### src/rtl/rf_wb_pkg.sv
// ============================================================================
// Module   : rf_wb_pkg
// Purpose  : Shared widths and the writeback request type for the RF write port.
// Revision : 1.0
// ============================================================================
`default_nettype none

package rf_wb_pkg;

  localparam int XLEN_DEFAULT = 32;
  localparam int REG_IDX_W    = 5;
  localparam int NUM_REGS     = 32;

  typedef struct packed {
    logic [REG_IDX_W-1:0]    rd;
    logic [XLEN_DEFAULT-1:0] data;
  } wb_req_t;

endpackage

`default_nettype wire

### src/rtl/rf_writeback_arbiter_if.sv
// ============================================================================
// Module   : rf_writeback_arbiter_if
// Purpose  : Pipe/long-latency result inputs and register-file write outputs.
// Revision : 1.0
// ============================================================================
`default_nettype none

interface rf_writeback_arbiter_if #(
  parameter int XLEN = rf_wb_pkg::XLEN_DEFAULT
);

  logic                            pipe_wb_valid;
  logic [rf_wb_pkg::REG_IDX_W-1:0] pipe_wb_rd;
  logic [XLEN-1:0]                 pipe_wb_data;
  logic                            ll_valid;
  logic                            ll_ready;
  logic [rf_wb_pkg::REG_IDX_W-1:0] ll_rd;
  logic [XLEN-1:0]                 ll_data;
  logic                            pipe_stall;
  logic [rf_wb_pkg::NUM_REGS-1:0]  pending_mask;
  logic                            reg_write;
  logic [rf_wb_pkg::REG_IDX_W-1:0] waddr;
  logic [XLEN-1:0]                 wdata;

  modport master (
    output pipe_wb_valid, pipe_wb_rd, pipe_wb_data, ll_valid, ll_rd, ll_data,
    input  ll_ready, pipe_stall, pending_mask, reg_write, waddr, wdata
  );

  modport slave (
    input  pipe_wb_valid, pipe_wb_rd, pipe_wb_data, ll_valid, ll_rd, ll_data,
    output ll_ready, pipe_stall, pending_mask, reg_write, waddr, wdata
  );

endinterface

`default_nettype wire

### src/rtl/wb_sync_fifo.sv
// ============================================================================
// Module   : wb_sync_fifo
// Purpose  : Power-of-two synchronous FIFO exposing per-slot contents and validity.
// Revision : 1.0
// ============================================================================
`default_nettype none

module wb_sync_fifo
  import rf_wb_pkg::*;
#(
  parameter int  DEPTH = 4,
  parameter type T     = wb_req_t
) (
  input  wire logic                   clk,
  input  wire logic                   reset,
  input  wire logic                   push,
  input  wire T                       push_data,
  input  wire logic                   pop,
  output T                            head,
  output logic                        full,
  output logic                        empty,
  output logic [$clog2(DEPTH):0]      count,
  output logic [DEPTH-1:0]            entry_valid,
  output T                            entries [DEPTH]
);

  localparam int PTR_W = $clog2(DEPTH);
  localparam int CNT_W = PTR_W + 1;
  localparam logic [PTR_W-1:0] PTR_ONE = PTR_W'(1);
  localparam logic [CNT_W-1:0] CNT_ONE = CNT_W'(1);
  localparam logic [CNT_W-1:0] CNT_MAX = CNT_W'(DEPTH);

  T                 mem [DEPTH];
  logic [PTR_W-1:0] wr_ptr;
  logic [PTR_W-1:0] rd_ptr;

  always_ff @(posedge clk) begin
    if (reset) begin
      wr_ptr <= '0;
      rd_ptr <= '0;
      count  <= '0;
    end else begin
      if (push) wr_ptr <= wr_ptr + PTR_ONE;
      if (pop)  rd_ptr <= rd_ptr + PTR_ONE;
      case ({push, pop})
        2'b10:   count <= count + CNT_ONE;
        2'b01:   count <= count - CNT_ONE;
        default: count <= count;
      endcase
    end
  end

  always_ff @(posedge clk) begin
    if (push) mem[wr_ptr] <= push_data;
  end

  assign head  = mem[rd_ptr];
  assign full  = (count == CNT_MAX);
  assign empty = (count == '0);

  // A slot is live when its distance from the read pointer is below the count.
  for (genvar i = 0; i < DEPTH; i++) begin : g_slot
    logic [PTR_W-1:0] offset;
    assign offset         = PTR_W'(i) - rd_ptr;
    assign entry_valid[i] = ({1'b0, offset} < count);
    assign entries[i]     = mem[i];
  end

  a_no_push_full: assert property (@(posedge clk) disable iff (reset) !(push && full));
  a_no_pop_empty: assert property (@(posedge clk) disable iff (reset) !(pop && empty));

endmodule

`default_nettype wire

### src/rtl/rf_writeback_arbiter.sv
// ============================================================================
// Module   : rf_writeback_arbiter
// Purpose  : Merges pipeline and long-latency results onto one RF write port.
// Revision : 1.0
// ============================================================================
`default_nettype none

module rf_writeback_arbiter
  import rf_wb_pkg::*;
#(
  parameter int LL_DEPTH     = 4,
  parameter int STARVE_LIMIT = 8,
  parameter int XLEN         = XLEN_DEFAULT
) (
  input wire logic              clk,
  input wire logic              reset,
  rf_writeback_arbiter_if.slave bus
);

  typedef struct packed {
    logic [REG_IDX_W-1:0] rd;
    logic [XLEN-1:0]      data;
  } req_t;

  localparam int CNT_W = $clog2(LL_DEPTH) + 1;
  localparam int SC_W  = (STARVE_LIMIT > 1) ? $clog2(STARVE_LIMIT) : 1;
  localparam logic [SC_W-1:0]  STARVE_MAX = SC_W'(STARVE_LIMIT - 1);
  localparam logic [SC_W-1:0]  SC_ONE     = SC_W'(1);
  localparam logic [CNT_W-1:0] CNT_MAX    = CNT_W'(LL_DEPTH);

  req_t                 fifo_head;
  req_t                 fifo_entries [LL_DEPTH];
  logic                 fifo_full;
  logic                 fifo_empty;
  logic [CNT_W-1:0]     fifo_count;
  logic [LL_DEPTH-1:0]  fifo_valid;

  logic                 pipe_win;
  logic                 fifo_push;
  logic                 fifo_pop;
  logic                 head_loses;
  logic [SC_W-1:0]      starve_cnt;
  logic                 pipe_stall_q;
  logic                 reg_write_q;
  logic [REG_IDX_W-1:0] waddr_q;
  logic [XLEN-1:0]      wdata_q;
  logic [NUM_REGS-1:0]  pending;

  // rd==0 on either source is a no-op: the pipe does not compete, the LL side is swallowed.
  assign pipe_win   = bus.pipe_wb_valid && (bus.pipe_wb_rd != '0);
  assign fifo_pop   = !pipe_win && !fifo_empty;
  assign fifo_push  = bus.ll_valid && !fifo_full && (bus.ll_rd != '0);
  assign head_loses = !fifo_empty && !fifo_pop;

  wb_sync_fifo #(
    .DEPTH (LL_DEPTH),
    .T     (req_t)
  ) u_fifo (
    .clk         (clk),
    .reset       (reset),
    .push        (fifo_push),
    .push_data   ('{rd: bus.ll_rd, data: bus.ll_data}),
    .pop         (fifo_pop),
    .head        (fifo_head),
    .full        (fifo_full),
    .empty       (fifo_empty),
    .count       (fifo_count),
    .entry_valid (fifo_valid),
    .entries     (fifo_entries)
  );

  always_ff @(posedge clk) begin
    if (reset) begin
      reg_write_q <= 1'b0;
      waddr_q     <= '0;
      wdata_q     <= '0;
    end else begin
      reg_write_q <= pipe_win || fifo_pop;
      if (pipe_win) begin
        waddr_q <= bus.pipe_wb_rd;
        wdata_q <= bus.pipe_wb_data;
      end else if (fifo_pop) begin
        waddr_q <= fifo_head.rd;
        wdata_q <= fifo_head.data;
      end
    end
  end

  // Counter saturates so a misbehaving upstream keeps re-triggering the stall.
  always_ff @(posedge clk) begin
    if (reset) begin
      starve_cnt   <= '0;
      pipe_stall_q <= 1'b0;
    end else begin
      pipe_stall_q <= head_loses && (starve_cnt == STARVE_MAX);
      if (!head_loses)
        starve_cnt <= '0;
      else if (starve_cnt != STARVE_MAX)
        starve_cnt <= starve_cnt + SC_ONE;
    end
  end

  always_comb begin
    pending = '0;
    for (int i = 0; i < LL_DEPTH; i++) begin
      if (fifo_valid[i]) pending[fifo_entries[i].rd] = 1'b1;
    end
  end

  assign bus.ll_ready     = !fifo_full;
  assign bus.pipe_stall   = pipe_stall_q;
  assign bus.pending_mask = pending;
  assign bus.reg_write    = reg_write_q;
  assign bus.waddr        = waddr_q;
  assign bus.wdata        = wdata_q;

  a_stall_honoured: assert property (@(posedge clk) disable iff (reset)
    pipe_stall_q |-> !bus.pipe_wb_valid);
  a_no_write_r0: assert property (@(posedge clk) disable iff (reset)
    reg_write_q |-> (waddr_q != '0));
  a_count_bound: assert property (@(posedge clk) disable iff (reset)
    fifo_count <= CNT_MAX);

endmodule

`default_nettype wire

### src/flat_wrapper.sv
// flat-port wrapper written by rule: the top's interface ports become plain ports
module rf_writeback_arbiter_flat import rf_wb_pkg::*;
#(
  parameter int LL_DEPTH     = 4,
  parameter int STARVE_LIMIT = 8,
  parameter int XLEN         = XLEN_DEFAULT
)
  (clk, reset, bus_pipe_wb_valid, bus_pipe_wb_rd, bus_pipe_wb_data, bus_ll_valid, bus_ll_rd, bus_ll_data, bus_ll_ready, bus_pipe_stall, bus_pending_mask, bus_reg_write, bus_waddr, bus_wdata);
  rf_writeback_arbiter_if #(.XLEN(XLEN)) bus_i ();
  input wire logic clk;
  input wire logic reset;
  input wire logic [$bits(bus_i.pipe_wb_valid)-1:0] bus_pipe_wb_valid;
  input wire logic [$bits(bus_i.pipe_wb_rd)-1:0] bus_pipe_wb_rd;
  input wire logic [$bits(bus_i.pipe_wb_data)-1:0] bus_pipe_wb_data;
  input wire logic [$bits(bus_i.ll_valid)-1:0] bus_ll_valid;
  input wire logic [$bits(bus_i.ll_rd)-1:0] bus_ll_rd;
  input wire logic [$bits(bus_i.ll_data)-1:0] bus_ll_data;
  output wire logic [$bits(bus_i.ll_ready)-1:0] bus_ll_ready;
  output wire logic [$bits(bus_i.pipe_stall)-1:0] bus_pipe_stall;
  output wire logic [$bits(bus_i.pending_mask)-1:0] bus_pending_mask;
  output wire logic [$bits(bus_i.reg_write)-1:0] bus_reg_write;
  output wire logic [$bits(bus_i.waddr)-1:0] bus_waddr;
  output wire logic [$bits(bus_i.wdata)-1:0] bus_wdata;
  assign bus_i.pipe_wb_valid = bus_pipe_wb_valid;
  assign bus_i.pipe_wb_rd = bus_pipe_wb_rd;
  assign bus_i.pipe_wb_data = bus_pipe_wb_data;
  assign bus_i.ll_valid = bus_ll_valid;
  assign bus_i.ll_rd = bus_ll_rd;
  assign bus_i.ll_data = bus_ll_data;
  assign bus_ll_ready = bus_i.ll_ready;
  assign bus_pipe_stall = bus_i.pipe_stall;
  assign bus_pending_mask = bus_i.pending_mask;
  assign bus_reg_write = bus_i.reg_write;
  assign bus_waddr = bus_i.waddr;
  assign bus_wdata = bus_i.wdata;
  rf_writeback_arbiter #(.LL_DEPTH(LL_DEPTH), .STARVE_LIMIT(STARVE_LIMIT), .XLEN(XLEN)) u_core (.clk(clk), .reset(reset), .bus(bus_i));
endmodule
### config.mk
export PLATFORM = sky130hd
export DESIGN_NAME = rf_writeback_arbiter_flat
export DESIGN_NICKNAME = d
export VERILOG_FILES = /design/src/rtl/rf_wb_pkg.sv /design/src/rtl/rf_writeback_arbiter_if.sv /design/src/rtl/wb_sync_fifo.sv /design/src/rtl/rf_writeback_arbiter.sv /design/src/flat_wrapper.sv
export SDC_FILE = /design/constraint.sdc
export NUM_CORES = 1
export LEC_CHECK = 0
export CORE_MARGIN = 1.5
export CORE_UTILIZATION = 37
export CTS_CLUSTER_SIZE = 10
export DETAILED_ROUTE_END_ITERATION = 6
export PLACE_DENSITY = 0.71
export SYNTH_ARGS = -nofsm -noshare
export SYNTH_HDL_FRONTEND = slang
export SYNTH_SLANG_ARGS = --single-unit
### constraint.sdc
create_clock -name clk -period 4.8 [get_ports clk]
set_clock_uncertainty 0.2 [all_clocks]
set_input_delay 0.72 -clock clk [delete_from_list [all_inputs] [get_ports clk]]
set_output_delay 0.72 -clock clk [all_outputs]
set_load 0.005 [all_outputs]
* Yosys cells after proc, flatten, opt, wreduce, memory -nomap -nowiden
Memory sizes are Yosys's and may differ from the RTL's. A register that Yosys moved wholly into a read port is not among the register bits.
Index checks and enable logic that the tools add are counted.
** Storage, ports and cells
- Memories kept :: 1
- Word-level logic and storage cells :: 81
- Bits in read-only memories :: 0
- Flip-flop bits (word level) :: 49
- Bits in writable memories :: 148
- Bits in latches :: 0
- Bits of input ports :: 78
** Operators by class
- Equal/unequal tests :: 5
- $mul :: 0
- Div/mod/pow operators :: 0
- $add $sub $neg :: 9
- Magnitude comparators :: 12
- Bitwise logic cells :: 4
- Shifts and indexed selects :: 0
- Reductions and logical operators :: 21
- Mux-type cells :: 21
** Memories
- u_core.u_fifo.mem :: depth 4, width 37, read ports 5, clocked after Yosys merged registers in 1, wr ports 1, RTL line wb_sync_fifo.sv:33 : T mem [DEPTH];
** Operator list (number)
- two-way mux 32 bit :: 6
- OR 32 bit :: 3
- < comparator 5 x 6 -> 1 bit, second input constant :: 4
- demux 1 bit (select 5 bit) :: 4
- greater-or-equal comparator 5 x 1 -> 1 bit, second input constant :: 4
- < comparator 2 x 3 -> 1 bit :: 4
- logical AND 1 bit :: 10
- two-way mux 5 bit :: 2
- nonzero test 5 bit :: 2
- adder 3 x 1 -> 3 bit, second input constant :: 2
- == test 3 bit, second input constant :: 2
- two-way mux 1 bit :: 6
- case mux 3 bit (2 select lines) :: 1
- adder 2 x 1 -> 2 bit, second input constant :: 2
- zero test 1 bit :: 4
- two-way mux 2 bit :: 2
- nonzero test 2 bit :: 2
- subtractor 1 x 2 -> 2 bit, first input constant :: 2
- subtractor 2 bit, first input constant :: 2
- zero test 3 bit :: 1
- inequality test 3 bit, second input constant :: 1
- subtractor 3 x 1 -> 3 bit, second input constant :: 1
- == test 2 x 1 -> 1 bit, second input constant :: 1
- == test 2 bit, second input constant :: 1
- 3 further kinds :: 3

* Depth between registers and ports, before layout
Gate-level depths: netlist of the first run.
- Word-level depth :: 11
- Mapped depth :: 11
- Mapped depth without buffers :: 9

* Hierarchy
Synthesis of the first run repeated with hierarchy kept, for this count alone.
** Unflattened totals
- Cells, all modules :: 605
- Area total of the unflattened synthesis :: 9085.0 µm²
** Modules (own cells, without submodules)
- wb_sync_fifo :: seq. area each 4624.4 µm², cells each 257, area each 5952.0 µm², times used 1
- rf_writeback_arbiter :: seq. area each 840.8 µm², cells each 348, area each 3133.0 µm², times used 1

* Worst setup path after synthesis of the first run
OpenSTA, ideal clock, no wires.
- Path type :: input -> register
- Start point :: input bus_pipe_wb_rd[3]
- End point :: register u_core.u_fifo.count[2]
- Arrival time :: 2959 ps
- Stages on the path :: 11
- Data required time :: 4529 ps
- Path buffers :: 2
- Slack :: 1570 ps
- Path through :: or4_4 -> o21a_1 -> buf_6 -> buf_6 -> nor2_1 -> ha_1 -> inv_1 -> fa_1 -> xor2_1 -> or3_1 -> a21oi_1
** On the way
- Cells in the longest elaborated chain, start to end :: 6
- Elaborated cells on any way between the ends :: 8
- Those cells by class :: 2 x eq/ne; 1 x mux; 5 x reduce/logical
** Ends and longest elaborated chain
- start, declared :: RTL line flat_wrapper.sv:13 : input wire logic [$bits(bus_i.pipe_wb_rd)-1:0] bus_pipe_wb_rd;
- nonzero test 5 bit * :: RTL line rf_writeback_arbiter.sv:50 : assign pipe_win = bus.pipe_wb_valid && (bus.pipe_wb_rd != '0);
- logical AND 1 bit * :: RTL line rf_writeback_arbiter.sv:50
- zero test 1 bit * :: RTL line rf_writeback_arbiter.sv:51 : assign fifo_pop = !pipe_win && !fifo_empty;
- logical AND 1 bit * :: RTL line rf_writeback_arbiter.sv:51
- via u_core.fifo_pop :: RTL line rf_writeback_arbiter.sv:40 : logic fifo_pop;
- == test 2 x 1 -> 1 bit or == test 2 bit (tied branches) :: RTL line wb_sync_fifo.sv:45 : case ({push, pop})
- case mux 3 bit (2 select lines) or nonzero test 2 bit (tied branches)
- end signal, assigned :: RTL line wb_sync_fifo.sv:46 : 2'b10: count <= count + CNT_ONE;
- end signal, assigned :: RTL line wb_sync_fifo.sv:47 : 2'b01: count <= count - CNT_ONE;
- end signal, assigned :: RTL line wb_sync_fifo.sv:48 : default: count <= count;
- end, declared :: RTL line wb_sync_fifo.sv:22 : output logic [$clog2(DEPTH):0] count,
The timed path passes the listed nets; every way through them passes the cells marked *.
A chain may end at the register's enable or synchronous reset.

* Worst setup path after layout of the first run
- Start point :: register u_core.u_fifo.rd_ptr[0]
- End point :: output bus_pending_mask[12]
** On the way
- Cells in the longest elaborated chain, start to end :: 9
- Elaborated cells on any way between the ends :: 15
- Those cells by class :: 4 x add/sub; 4 x order compare; 4 x mux; 3 x bitwise
** Ends and longest elaborated chain
- start, declared :: RTL line wb_sync_fifo.sv:35 : logic [PTR_W-1:0] rd_ptr;
- start signal, assigned :: RTL line wb_sync_fifo.sv:44 : if (pop) rd_ptr <= rd_ptr + PTR_ONE;
- subtractor 1 x 2 -> 2 bit :: RTL line wb_sync_fifo.sv:64 : assign offset = PTR_W'(i) - rd_ptr;
- < comparator 2 x 3 -> 1 bit :: RTL line wb_sync_fifo.sv:65 : assign entry_valid[i] = ({1'b0, offset} < count);
- two-way mux 32 bit :: RTL line rf_writeback_arbiter.sv:106 : if (fifo_valid[i]) pending[fifo_entries[i].rd] = 1'b1;
- OR 32 bit (no line)
- two-way mux 32 bit :: RTL line rf_writeback_arbiter.sv:106
- OR 32 bit (no line)
- two-way mux 32 bit :: RTL line rf_writeback_arbiter.sv:106
- OR 32 bit (no line)
- two-way mux 32 bit * :: RTL line rf_writeback_arbiter.sv:106
- end, declared :: RTL line flat_wrapper.sv:20 : output wire logic [$bits(bus_i.pending_mask)-1:0] bus_pending_mask;
Mark *: on every way between the ends. The rest lies on a longest branch, timed or not.

==> run summary, run 1 <==
status: finished clean
worst reg2reg path endpoint: u_core.u_fifo.count[2]$_SDFFE_PP0P_
Total GRT Usage: 19.2%
number of fill cells: 2190
core area: 24200 um^2
ratio of cells with drive above 1 in the final layout: 14.3%
P_leak: 3.69 nW
Worst setup endpoint: bus_pending_mask[12]
Synth Cell Area: 9130 um^2
placed wire-length estimate: 16100 um
flip-flop and latch count after synthesis: 199
horizontal die dimension: 160 um
worst-path fanout max: 10
initial detailed-routing violation count: 499
first-pass GRT wire length: 37600 um
maximum clock rate: 0.239 GHz
commonest non-fill, non-tap cells in the layout: 148 x sky130_fd_sc_hd__clkdlybuf4s50_1, 148 x sky130_fd_sc_hd__edfxtp_1, 55 x sky130_fd_sc_hd__nor2_1
count of cells resized by post-cts repair: 0
relative contribution of sequential cells to total power: 42.7%
Setup Crit Path Kind: register to output port
router iterations before antenna repair: 4
RSZ-0062 raised after global routing: no
pins over their slew limit: 0
minimum clock period after layout: 4.18 ns
overall power consumption: 5.32 mW
worst slew pin tran: 1.17 ns
largest cells by area after synthesis: sky130_fd_sc_hd__edfxtp_1 49%, sky130_fd_sc_hd__dfxtp_1 11%, sky130_fd_sc_hd__mux4_2 9.1%, sky130_fd_sc_hd__a211oi_1 2.4%, sky130_fd_sc_hd__a21oi_1 2.3%
post-synthesis instance total: 664
Crit. End Element: output port
combinational group share of total power: 30.0%
net count of the finished layout: 881
asr flop ratio synth: 0%
Yosys warning count: 0
distinct cell type count after synthesis: 61
number of remaining DRC errors: 0
weighted congestion at the end of routability-driven global placement: 0.956
number of H-tree branching levels: 4
final worst path period share: 87.2%
count of inserted antenna diode cells: 0
height of the die: 160 um
TritonCTS sink count: 199
Wirelength per Cell: 21.4 um
post-synthesis to final-layout area growth: 25.0%
initial standard-cell utilization of the core: 37.7%
cell-internal power: 3.60 mW
Synth Flop Type: sky130_fd_sc_hd__edfxtp_1
Hold WC Path Type: register to register
share of the synthesized area in the top cell type: 48.7%
synthesized net count: 754
arrival time reported for the critical path endpoint: 3.26 ns
total routed wirelength: 24200 um
largest net degree at the start of global routing: 51
count of buffers added by post-CTS timing repair for setup: 0
port buffer count: 149
CTS tree: done
number of vias per cell: 5.58
number of global-route vias before repair: 6434
switching power: 1.71 mW
WP data required: 3.88 ns
number of max-cap violations: 0
clock insertion delay at the later pin of the skew report: 0.42 ns
post-synthesis average cell area: 13.8 um^2
Sum Neg Setup Slack: 0 ns
routed vias: 6295
total I/O pin count: 150
switching portion of total power: 32.2%
count of flip-flops with a built-in enable after synthesis: 148
power density over the cells: 466 nW/um^2
relative max-transition margin: 22.1%
clock tree root buffer cell: sky130_fd_sc_hd__clkbuf_16
reg2reg start: u_core.u_fifo.count[2]$_SDFFE_PP0P_
GRT Residual Overflow: 0
cts-stage hold buffer count: 0
clock slew at reported path FFs: 0.07 ns
final setup violation count: 0
kind of launch point of the worst setup path: register
number of hold violations in the final report: 0
remaining number of nets flagged by the antenna check after routing: 0
CP Launch Point: u_core.u_fifo.rd_ptr[0]$_SDFFE_PP0P_
area of the die: 25600 um^2
antenna violations before repair: 0
cell type contributing the most total cell area after synthesis: sky130_fd_sc_hd__edfxtp_1
reg-to-reg setup timing slack: 1.75 ns
clock network fraction of total power: 27.3%
sequential element share of the synthesized area: 59.9%
reg2reg path depth: 9
std cell rows: 57
number of buffers inserted during clock tree synthesis: 17
worst vdd rail ir drop: 241 uV
maximum root-to-sink buffer count: 2
-- routing by layer --
layer | track usage [%] | vias up | share of wire (%)
li1 | - | 2885 | -
met1 | 24.4 | 3139 | 42
met2 | 32.4 | 237 | 50
met3 | 4.34 | 34 | 6.1
met4 | 6.41 | 0 | 2.0
met5 | 0 | - | 0
-- power by group through the flow --
stage | logic (mW) | clock network [mW] | registers [mW]
floorplan | 1.12 | 0 | 2.19
global placement | 1.60 | 0 | 2.31
detailed placement | 1.61 | 0 | 2.32
CTS | 1.61 | 1.48 | 2.28
global route | 1.73 | 1.54 | 2.31
finish | 1.59 | 1.45 | 2.27
-- worst max-delay path, stage by stage (launching register included) --
cell	delay, ns
sky130_fd_sc_hd__dfxtp_1	0.52
sky130_fd_sc_hd__xnor2_1	0.20
sky130_fd_sc_hd__ha_1	0.26
sky130_fd_sc_hd__and2b_2	0.27
sky130_fd_sc_hd__a2111oi_4	0.75
sky130_fd_sc_hd__a22oi_1	0.14
sky130_fd_sc_hd__o221ai_1	0.12
sky130_fd_sc_hd__clkdlybuf4s50_1	0.56
-- synth_stat cells (10+ instances only) --
| master | number |
|---|---|
| sky130_fd_sc_hd__a211oi_1 | 29 |
| sky130_fd_sc_hd__a211oi_2 | 10 |
| sky130_fd_sc_hd__a21oi_1 | 42 |
| sky130_fd_sc_hd__a22oi_1 | 13 |
| sky130_fd_sc_hd__buf_2 | 10 |
| sky130_fd_sc_hd__clkbuf_1 | 23 |
| sky130_fd_sc_hd__dfxtp_1 | 51 |
| sky130_fd_sc_hd__edfxtp_1 | 148 |
| sky130_fd_sc_hd__ha_1 | 11 |
| sky130_fd_sc_hd__inv_1 | 16 |
| sky130_fd_sc_hd__mux4_2 | 37 |
| sky130_fd_sc_hd__nand2_1 | 54 |
| sky130_fd_sc_hd__nor2_1 | 55 |
| sky130_fd_sc_hd__o221ai_1 | 11 |
| sky130_fd_sc_hd__o22ai_1 | 14 |
-- state kept, by name, summed over array words and instances (netlist names), named ones only --
register / count
u_core.u_fifo.mem: 148
u_core.bus.wdata: 32
u_core.bus.waddr: 5
u_core.starve_cnt: 3
u_core.u_fifo.count: 3
u_core.u_fifo.rd_ptr: 2
u_core.u_fifo.wr_ptr: 2
u_core.bus.pipe_stall: 1
u_core.bus.reg_write: 1
-- per-stage QoR --
step | hold slack [ns] | setup WS [ns] | utilization (%) | instances | area, um^2
detailed placement | 0.298 | 1.09 | 44.6 | 1096 | 10800
floorplan | 0.269 | 1.57 | - | 664 | 9130
global placement | 0.287 | 1.10 | 44.6 | 1096 | 10800
finish | 0.300 | 0.616 | 47.1 | 1128 | 11400
CTS | 0.309 | 0.646 | 47.1 | 1128 | 11400
global route | 0.321 | 0.459 | 47.1 | 1128 | 11400
-- cells by family (layout without fill, tap and decap cells) --
family                     after synthesis  count (layout)  synth area share, %
DFF                                    199             199                 59.9
adders and majority gates               12              12                 1.73
xor gates and xnor gates                 5               5                0.480
muxes                                   41              41                 9.59
and+or+nand+nor                        176             176                 9.54
buffers and inverters                   62             202                 3.47
AOI/OAI and AO/OA                      169             169                 15.3
-- cell type report --
cell class                      instances  area, um^2  area share, %
Sequential cell                       199        5470           47.9
Tap cell                              324         405           3.55
Clock buffer                           18         439           3.85
Clock inverter                         14         161           1.41
Timing Repair Buffer                  154        1520           13.4
Inverter                               16        60.1          0.526
Multi-Input combinational cell        403        3360           29.4
-- worst min-delay path by stage --
stage                                    startpoint  cells past startpoint                              endpoint  slack [ns]
6_report       u_core.u_fifo.wr_ptr[1]$_SDFFE_PP0P_                      2  u_core.u_fifo.wr_ptr[1]$_SDFFE_PP0P_        0.30
3_5_place_dp   u_core.u_fifo.wr_ptr[1]$_SDFFE_PP0P_                      2  u_core.u_fifo.wr_ptr[1]$_SDFFE_PP0P_        0.30
2_1_floorplan  u_core.u_fifo.wr_ptr[1]$_SDFFE_PP0P_                      2  u_core.u_fifo.wr_ptr[1]$_SDFFE_PP0P_        0.27
3_3_place_gp   u_core.u_fifo.wr_ptr[1]$_SDFFE_PP0P_                      2  u_core.u_fifo.wr_ptr[1]$_SDFFE_PP0P_        0.29
5_1_grt        u_core.u_fifo.wr_ptr[1]$_SDFFE_PP0P_                      2  u_core.u_fifo.wr_ptr[1]$_SDFFE_PP0P_        0.32
4_1_cts        u_core.u_fifo.wr_ptr[1]$_SDFFE_PP0P_                      2  u_core.u_fifo.wr_ptr[1]$_SDFFE_PP0P_        0.31
(Power assumes the default switching activity.)
==> run 2, diff against run 1 <==
--- a/config.mk
+++ b/config.mk
@@ -5,6 +5,7 @@
 export SDC_FILE = /design/constraint.sdc
 export NUM_CORES = 1
 export LEC_CHECK = 0
+export CORE_ASPECT_RATIO = 1.1
 export CORE_MARGIN = 1.5
 export CORE_UTILIZATION = 37
 export CTS_CLUSTER_SIZE = 10
==> run summary, run 2 (synthesized netlist as in run 1, its figures left out) <==
RSZ-0062 raised after global routing: no
Setup Crit Path Kind: register to output port
clock insertion delay at the later pin of the skew report: 0.42 ns
remaining number of nets flagged by the antenna check after routing: 0
number of buffers inserted during clock tree synthesis: 17
initial standard-cell utilization of the core: 37.5%
PnR worst setup slack: 0.493 ns
ratio of cells with drive above 1 in the final layout: 14.2%
Post-Route Utilization: 46.8%
number of H-tree branching levels: 4
clock tree root buffer cell: sky130_fd_sc_hd__clkbuf_16
post-synthesis to final-layout area growth: 24.6%
placed wire-length estimate: 15600 um
count of cells resized by post-cts repair: 0
power density over the cells: 462 nW/um^2
count of buffers added by post-CTS timing repair for setup: 0
routed vias: 6256
final setup violation count: 0
final design instance area without fill: 11400 um^2
router iterations before antenna repair: 5
number of fill cells: 2189
CTS tree: done
GRT Residual Overflow: 0
status: finished clean
port buffer count: 149
P_leak: 3.67 nW
Crit. End Element: output port
number of flip-flops under the largest register name: 148
pins over their slew limit: 0
horizontal die dimension: 153 um
top register by number of flip-flops: u_core.u_fifo.mem
initial detailed-routing violation count: 352
final worst path period share: 89.7%
Wirelength per Cell: 21.0 um
Hold WC Path Type: register to register
worst hold path stage count: 2
TritonCTS sink count: 199
number of remaining DRC errors: 0
number of hold violations in the final report: 0
maximum clock rate: 0.232 GHz
clock slew at reported path FFs: 0.07 ns
maximum root-to-sink buffer count: 2
core area: 24300 um^2
reg-to-reg setup timing slack: 1.75 ns
area of the die: 25600 um^2
largest net degree at the start of global routing: 51
worst slew pin tran: 1.18 ns
post-placement setup slack: 1.03 ns
number of standard cells in the layout, taps in and fillers out: 1115
worst reg2reg path endpoint: u_core.u_fifo.count[2]$_SDFFE_PP0P_
Min-Delay Endpoint: u_core.u_fifo.wr_ptr[1]$_SDFFE_PP0P_
commonest non-fill, non-tap cells in the layout: 148 x sky130_fd_sc_hd__clkdlybuf4s50_1, 148 x sky130_fd_sc_hd__edfxtp_1, 55 x sky130_fd_sc_hd__nor2_1
number of max-cap violations: 0
kind of launch point of the worst setup path: register
reg2reg path depth: 9
net count of the finished layout: 882
reg2reg start: u_core.u_fifo.count[2]$_SDFFE_PP0P_
Total GRT Usage: 18.5%
Sum Neg Setup Slack: 0 ns
number of global-route vias before repair: 6349
launch point of the worst hold path: u_core.u_fifo.wr_ptr[1]$_SDFFE_PP0P_
weighted congestion at the end of routability-driven global placement: 0.959
count of inserted antenna diode cells: 0
height of the die: 168 um
worst vdd rail ir drop: 242 uV
Placed Area: 10800 um^2
total routed wirelength: 23400 um
cts-stage hold buffer count: 0
first-pass GRT wire length: 36400 um
arrival time reported for the critical path endpoint: 3.39 ns
total I/O pin count: 150
placed insts: 1083
WP data required: 3.88 ns
antenna violations before repair: 1
worst-path fanout max: 10
number of vias per cell: 5.61
relative max-transition margin: 21.4%
std cell rows: 60
minimum clock period after layout: 4.31 ns
==> run 2: metrics by stage <==
stage	power (mW)	hold WS (ns)
6_report	5.25	0.305
5_1_grt	5.51	0.354
4_1_cts	5.30	0.305
3_5_place_dp	3.92	0.295
3_3_place_gp	3.90	0.294
2_1_floorplan	3.31	0.269
==> run 2: report_power, final <==
part,internal [mW],switching [mW],total (mW),leakage (nW)
registers,2.08,0.179,2.26,1.78
clock network,0.731,0.647,1.38,0.276
logic,0.729,0.883,1.61,1.61
total,3.54,1.71,5.25,3.67
==> run 2: how the worst max path moves through the flow <==
stage | startpoint | endpoint | slack (ns) | cells past startpoint
after global routing | u_core.u_fifo.rd_ptr[0]$_SDFFE_PP0P_ | bus_pending_mask[10] | 0.33 | 8
after detailed placement | u_core.u_fifo.rd_ptr[0]$_SDFFE_PP0P_ | bus_pending_mask[6] | 1.03 | 8
after global placement | u_core.u_fifo.rd_ptr[0]$_SDFFE_PP0P_ | bus_pending_mask[6] | 1.02 | 8
final | u_core.u_fifo.rd_ptr[0]$_SDFFE_PP0P_ | bus_pending_mask[10] | 0.49 | 8
after floorplan | bus_pipe_wb_rd[3] | u_core.u_fifo.count[2]$_SDFFE_PP0P_ | 1.57 | 11
after CTS | u_core.u_fifo.rd_ptr[0]$_SDFFE_PP0P_ | bus_pending_mask[6] | 0.52 | 8
==> run 2: area by class of cell <==
class / count / area [um^2] / area share [%]
inverter: 16 / 60.1 / 0.528
sequential: 199 / 5470 / 48.1
clock inverter: 14 / 145 / 1.28
tap: 310 / 388 / 3.41
timing repair buffer: 155 / 1530 / 13.5
multi-input combinational: 403 / 3360 / 29.5
clock buffer: 18 / 429 / 3.77
==> run 2: critical path, stage by stage, from the launching register on <==
cell and delay (ns):
sky130_fd_sc_hd__dfxtp_1 0.49, sky130_fd_sc_hd__xnor2_1 0.19, sky130_fd_sc_hd__inv_1 0.06, sky130_fd_sc_hd__ha_1 0.28, sky130_fd_sc_hd__nor2b_1 0.20, sky130_fd_sc_hd__a2111oi_2 0.86
sky130_fd_sc_hd__a22oi_1 0.20, sky130_fd_sc_hd__o221ai_1 0.13, sky130_fd_sc_hd__clkdlybuf4s50_1 0.54
==> run 2: metal layers <==
layer  vias up  GRT usage (%)  wire (um)
met5         -              0         12
met4         2           5.73        416
met3        42           4.06       1340
met2       237           32.2      11700
met1      3102           23.1       9890
li1       2873              -          -
